File: config.mk
export PLATFORM = sky130hd
export DESIGN_NAME = onehot_rr_sched
export DESIGN_NICKNAME = d
export VERILOG_FILES = /design/src/rtl/onehot_rr_sched_pkg.sv /design/src/rtl/onehot_rr_sched_rr_pick.sv /design/src/rtl/onehot_rr_sched.sv
export SDC_FILE = /design/constraint.sdc
export NUM_CORES = 1
export LEC_CHECK = 0
export ABC_AREA = 1
export CORE_UTILIZATION = 55
export CTS_BUF_LIST = sky130_fd_sc_hd__clkbuf_4
export CTS_CLUSTER_DIAMETER = 80
export DETAILED_ROUTE_END_ITERATION = 8
export GPL_TIMING_DRIVEN = 0
export PLACE_DENSITY = 0.9
export RECOVER_POWER = 100
export SYNTH_ARGS = -nofsm -noshare
export SYNTH_HDL_FRONTEND = slang
export SYNTH_HIERARCHICAL = 1
export SYNTH_SLANG_ARGS = --single-unit
File: constraint.sdc
create_clock -name clk -period 14.2 [get_ports clk]
set_input_delay 2.13 -clock clk [delete_from_list [all_inputs] [get_ports clk]]
set_output_delay 2.13 -clock clk [all_outputs]
set_load 0.01 [all_outputs]
File: src/rtl/onehot_rr_sched_pkg.sv
`default_nettype none
// ============================================================================
// Module   : onehot_rr_sched_pkg
// Brief    : Shared types, defaults and index helper for the round-robin scheduler.
// Revision : 1.0 - initial release
// ============================================================================
package onehot_rr_sched_pkg;

    localparam int NREQ_DEF  = 15;
    localparam int IDX_W_DEF = 4;

    typedef enum logic [0:0] {
        IDLE = 1'b0,
        OWN  = 1'b1
    } state_t;

    function automatic int next_idx_mod(input int idx, input int n);
        return (idx + 1 >= n) ? 0 : idx + 1;
    endfunction

endpackage
`default_nettype wire

File: src/rtl/onehot_rr_sched_rr_pick.sv
`default_nettype none
// ============================================================================
// Module   : onehot_rr_sched_rr_pick
// Brief    : Combinational round-robin pick: first request at or after last+1.
// Revision : 1.0 - initial release
// ============================================================================
module onehot_rr_sched_rr_pick
    import onehot_rr_sched_pkg::*;
#(
    parameter int NREQ  = NREQ_DEF,
    parameter int IDX_W = IDX_W_DEF
) (
    input  logic [NREQ-1:0]  i_req,
    input  logic [IDX_W-1:0] i_last,
    output logic             o_any,
    output logic [IDX_W-1:0] o_pick
);

    logic [IDX_W-1:0] w_start;
    logic [NREQ-1:0]  w_rot;
    logic [IDX_W-1:0] w_off;
    logic [IDX_W:0]   w_sum;

    assign w_start = IDX_W'(next_idx_mod(int'(i_last), NREQ));

    // Doubling the vector turns the wrap-around search into a plain shift.
    assign w_rot = NREQ'({i_req, i_req} >> w_start);

    always_comb begin
        w_off = '0;
        for (int i = NREQ - 1; i >= 0; i--) begin
            if (w_rot[i]) begin
                w_off = IDX_W'(i);
            end
        end
    end

    assign o_any  = |i_req;
    assign w_sum  = {1'b0, w_start} + {1'b0, w_off};
    assign o_pick = (w_sum >= (IDX_W+1)'(NREQ)) ? IDX_W'(w_sum - (IDX_W+1)'(NREQ))
                                                : IDX_W'(w_sum);

endmodule
`default_nettype wire

File: src/rtl/onehot_rr_sched.sv
`default_nettype none
// ============================================================================
// Module   : onehot_rr_sched
// Brief    : Round-robin owner scheduler with hold limit driving a one-hot select.
// Revision : 1.0 - initial release
// ============================================================================
module onehot_rr_sched
    import onehot_rr_sched_pkg::*;
#(
    parameter int NREQ     = NREQ_DEF,
    parameter int IDX_W    = IDX_W_DEF,
    parameter int MAX_HOLD = 8
) (
    input  logic             clk,
    input  logic             rst,
    input  logic [NREQ-1:0]  i_req,
    input  logic             i_release,
    output logic             o_grant_valid,
    output logic [IDX_W-1:0] o_grant_idx,
    output logic [NREQ-1:0]  o_grant_onehot,
    output logic             o_timeout
);

    localparam int c_HOLD_W = (MAX_HOLD == 0) ? 1 : $clog2(MAX_HOLD + 1);
    localparam logic [c_HOLD_W-1:0] c_HOLD_LIM = c_HOLD_W'(MAX_HOLD);
    localparam logic [c_HOLD_W-1:0] c_HOLD_SAT = (MAX_HOLD == 0) ? {c_HOLD_W{1'b1}}
                                                                 : c_HOLD_W'(MAX_HOLD);

    state_t              r_state;
    state_t              w_state_nxt;
    logic                r_valid;
    logic [IDX_W-1:0]    r_idx;
    logic [NREQ-1:0]     r_onehot;
    logic                r_timeout;
    logic [IDX_W-1:0]    r_last;
    logic [c_HOLD_W-1:0] r_hold;

    logic                w_any;
    logic [IDX_W-1:0]    w_pick;
    logic [NREQ-1:0]     w_pick_oh;
    logic                w_load;
    logic                w_drop;
    logic                w_limit;
    logic                w_to_nxt;
    logic                w_valid_nxt;
    logic [IDX_W-1:0]    w_idx_nxt;
    logic [NREQ-1:0]     w_onehot_nxt;
    logic [IDX_W-1:0]    w_last_nxt;
    logic [c_HOLD_W-1:0] w_hold_nxt;

    onehot_rr_sched_rr_pick #(
        .NREQ  (NREQ),
        .IDX_W (IDX_W)
    ) u_pick (
        .i_req  (i_req),
        .i_last (r_last),
        .o_any  (w_any),
        .o_pick (w_pick)
    );

    always_comb begin
        w_pick_oh         = '0;
        w_pick_oh[w_pick] = 1'b1;
    end

    assign w_limit = (MAX_HOLD != 0) && (r_hold == c_HOLD_LIM);

    always_ff @(posedge clk or posedge rst) begin
        if (rst) begin
            r_state <= IDLE;
        end else begin
            r_state <= w_state_nxt;
        end
    end

    // Voluntary exits outrank the hold limit so a release never raises timeout.
    always_comb begin
        w_state_nxt = r_state;
        w_load      = 1'b0;
        w_drop      = 1'b0;
        w_to_nxt    = 1'b0;
        case (r_state)
            IDLE: begin
                if (w_any) begin
                    w_state_nxt = OWN;
                    w_load      = 1'b1;
                end
            end
            OWN: begin
                if (i_release || !i_req[r_idx]) begin
                    w_state_nxt = IDLE;
                    w_drop      = 1'b1;
                end else if (w_limit) begin
                    w_state_nxt = IDLE;
                    w_drop      = 1'b1;
                    w_to_nxt    = 1'b1;
                end
            end
            default: begin
                w_state_nxt = IDLE;
                w_drop      = 1'b1;
            end
        endcase
    end

    always_comb begin
        w_valid_nxt  = r_valid;
        w_idx_nxt    = r_idx;
        w_onehot_nxt = r_onehot;
        w_last_nxt   = r_last;
        w_hold_nxt   = r_hold;
        if (w_load) begin
            w_valid_nxt  = 1'b1;
            w_idx_nxt    = w_pick;
            w_onehot_nxt = w_pick_oh;
            w_last_nxt   = w_pick;
            w_hold_nxt   = c_HOLD_W'(1);
        end else if (w_drop) begin
            w_valid_nxt  = 1'b0;
            w_idx_nxt    = '0;
            w_onehot_nxt = '0;
            w_hold_nxt   = '0;
        end else if ((r_state == OWN) && (r_hold != c_HOLD_SAT)) begin
            w_hold_nxt   = r_hold + c_HOLD_W'(1);
        end
    end

    always_ff @(posedge clk or posedge rst) begin
        if (rst) begin
            r_valid   <= 1'b0;
            r_idx     <= '0;
            r_onehot  <= '0;
            r_timeout <= 1'b0;
            r_last    <= IDX_W'(NREQ - 1);
            r_hold    <= '0;
        end else begin
            r_valid   <= w_valid_nxt;
            r_idx     <= w_idx_nxt;
            r_onehot  <= w_onehot_nxt;
            r_timeout <= w_to_nxt;
            r_last    <= w_last_nxt;
            r_hold    <= w_hold_nxt;
        end
    end

    assign o_grant_valid  = r_valid;
    assign o_grant_idx    = r_idx;
    assign o_grant_onehot = r_onehot;
    assign o_timeout      = r_timeout;

endmodule
`default_nettype wire

==> flow_summary.ini <==
[run_status]
run_status = complete, no violations

[timing]
post-route-min-period_ps = 6203
tns_ps = 0
grt_setup_unrepaired = no
min_period_over_period_pct = 43.68
slew_violations = 0
max_freq_mhz = 161.2
hold_violations = 0
fin_skew_ps = 16.96
relSlewSlack_pct = 25.28
setup_viol = 0
tightest_slew_ps = 1120

[yosys]
synth_async_sr_flop_share_pct = 100.0
yosys.area.top_type = dfrtp_1
synth_area_mm2 = 0.003069
synth_area_leaders = dfrtp_1, nand2_1, nand3_1
ys_seq_area_share_pct = 24.58
yosysTopAreaCellShare_pct = 22.01
synth_warnings = 6
synth_cell_type_count = 41
syn_area_per_cell_um2 = 6.503
synthCells = 472
ys.flop_type = dfrtp_1
synth_common_cells = nand2_1, nand3_1, inv_1
synth_edf_count = 0
synthMostInstantiatedCell = nand2_1
ys_ff_latch = 30
syn_nets = 500

[finish]
nFillCells = 455
antenna_cells = 0
multiInputGateArea_mm2 = 0.001942
num-nets-final = 545
area_growth_pct = 17.77
layout-drive-gt1-share_pct = 13.51
regArea_um2 = 754.5

[global_routing]
grt_max_degree = 31
grt_first_pass_wirelength_um = 13640
track_usage_pct = 28.47
antenna_found_initial = 0
overflow = 0
grt_pass1_vias = 3162

[route]
routedWlPerCell_um = 13.76
antenna_left = 0
drt_iter0_drc = 342
drc = 0
vias = 3342
drt-vias-per-instance = 5.684
dr.pass1.iters = 6
totalWireLength_um = 8088

[min_path]
worstHoldPathType = flop to flop

[worst_setup_path]
crit_buf_inv = 4
cp_top_family = simple AND/OR/NAND/NOR gates
path_common_cell = nand2_1
crit_path_start_kind = input pin
crit_fanout = 5
arrival_ps = 6490
slowest_delay_ps = 620
cp-end-kind = flop
r2r_setup_slack_ps = 8340
critPathKind = input pin to flop
required_ps = 14490
slowest_stage = dlygate4sd3_1

[clock_network]
clockBufferDepth = 2
cts_resized = 0
cts_max_level = 2
cts_tree = built
cts-root-buf = clkbuf_4
numCtsBuffers = 5
clk_latency_ps = 350
cts-hold-fix-buffers = 0
postCtsSetupBuffers = 0
clock_sinks = 30
clk_pin_slew_ps = 90

[floorplanning]
core_region_area_mm2 = 0.005238
initial_utilization_pct = 58.60
die_x_um = 76.70
die_h_um = 76.70
ios = 39
rows = 26
dieArea_mm2 = 0.005883

[job]
maxCapViolations = 0

[placement]
globalplace.congestion = 0.9690
portBuffers = 38
hpwl_um = 6200
[tightest hold or removal path, cell delays in order, from the launching register on]
cell     delay [ps]
dfstp_2         400
nand2_1          70
nand2_1          50
[sequential cells by signal, indices dropped and copies added (netlist names)]
signal	count
o_grant_onehot	15
o_grant_idx	4
r_hold	4
r_last	4
o_grant_valid	1
o_timeout	1
r_state	1
[worst paths after layout]
path / start / end / depth (start not counted)
min in group asynchronous: rst / o_grant_idx[3]$_DFFE_PP0P_ / 2
setup / recovery: i_req[7] / o_grant_onehot[9]$_DFFE_PP0P_ / 33
max in group asynchronous: rst / o_grant_idx[0]$_DFFE_PP0P_ / 2
hold reg to reg: r_last[3]$_DFFE_PP1P_ / r_last[3]$_DFFE_PP1P_ / 2
hold / removal: r_last[3]$_DFFE_PP1P_ / r_last[3]$_DFFE_PP1P_ / 2
setup reg to reg: r_last[0]$_DFFE_PP0P_ / o_grant_onehot[9]$_DFFE_PP0P_ / 37
[stage by stage]
stage	worst slack, ps	utilization [%]	hold WS, ps	std cells	cell area [µm²]
2_1_floorplan	8969	-	465.5	472	3069
3_3_place_gp	7937	67.53	480.4	580	3537
3_5_place_dp	7826	67.53	482.9	580	3537
4_1_cts	8155	69.11	508.2	588	3620
5_1_grt	7474	69.02	524.0	588	3615
6_report	7997	69.02	503.1	588	3615
[layer usage]
layer  vias up  GRT usage [%]  share of wire, %
met1      1535          36.09                42
met5         -              0                 0
li1       1628              -                 -
met4         0          9.038               1.5
met2       162          49.02                48
met3        17          4.643               8.2
[final cells by class]
cell class                 count  area share [%]
timing repair buffer          38           10.52
inverter                      65           6.819
multi-input combinational    361           53.72
clock inverter                 1          0.8307
sequential                    30           20.87
tap                           70           2.423
buffer                        16           3.358
clock buffer                   7           1.454
[layout by cell type, fill, tap and decap left out, types with 7 or more instances in the layout]
cell type        synthesis  routed
nand2_1                155     155
nand3_1                 69      69
inv_1                   60      61
dfrtp_1                 27      27
nand3_2                 26      26
dlygate4sd3_1            0      24
nor2_1                  23      23
nand4_1                 18      18
o21ai_0                 14      14
clkdlybuf4s50_1          0      14
ha_1                     9       9
buf_6                    7       7
nand2_2                  7       7
buf_2                    8       7
clkbuf_4                 0       7
[kinds of logic after synthesis]
group,after synthesis,share of synthesized area [%]
fa+ha+maj,10,4.321
mux,1,0.3669
xor+xnor,5,1.427
compound gates,28,5.178
flops,30,24.58
simple gates,317,52.10
buf+inv,81,12.03
Power is not shown: default switching activity piles up to over one toggle a cycle in this logic, so the estimate is an artifact.
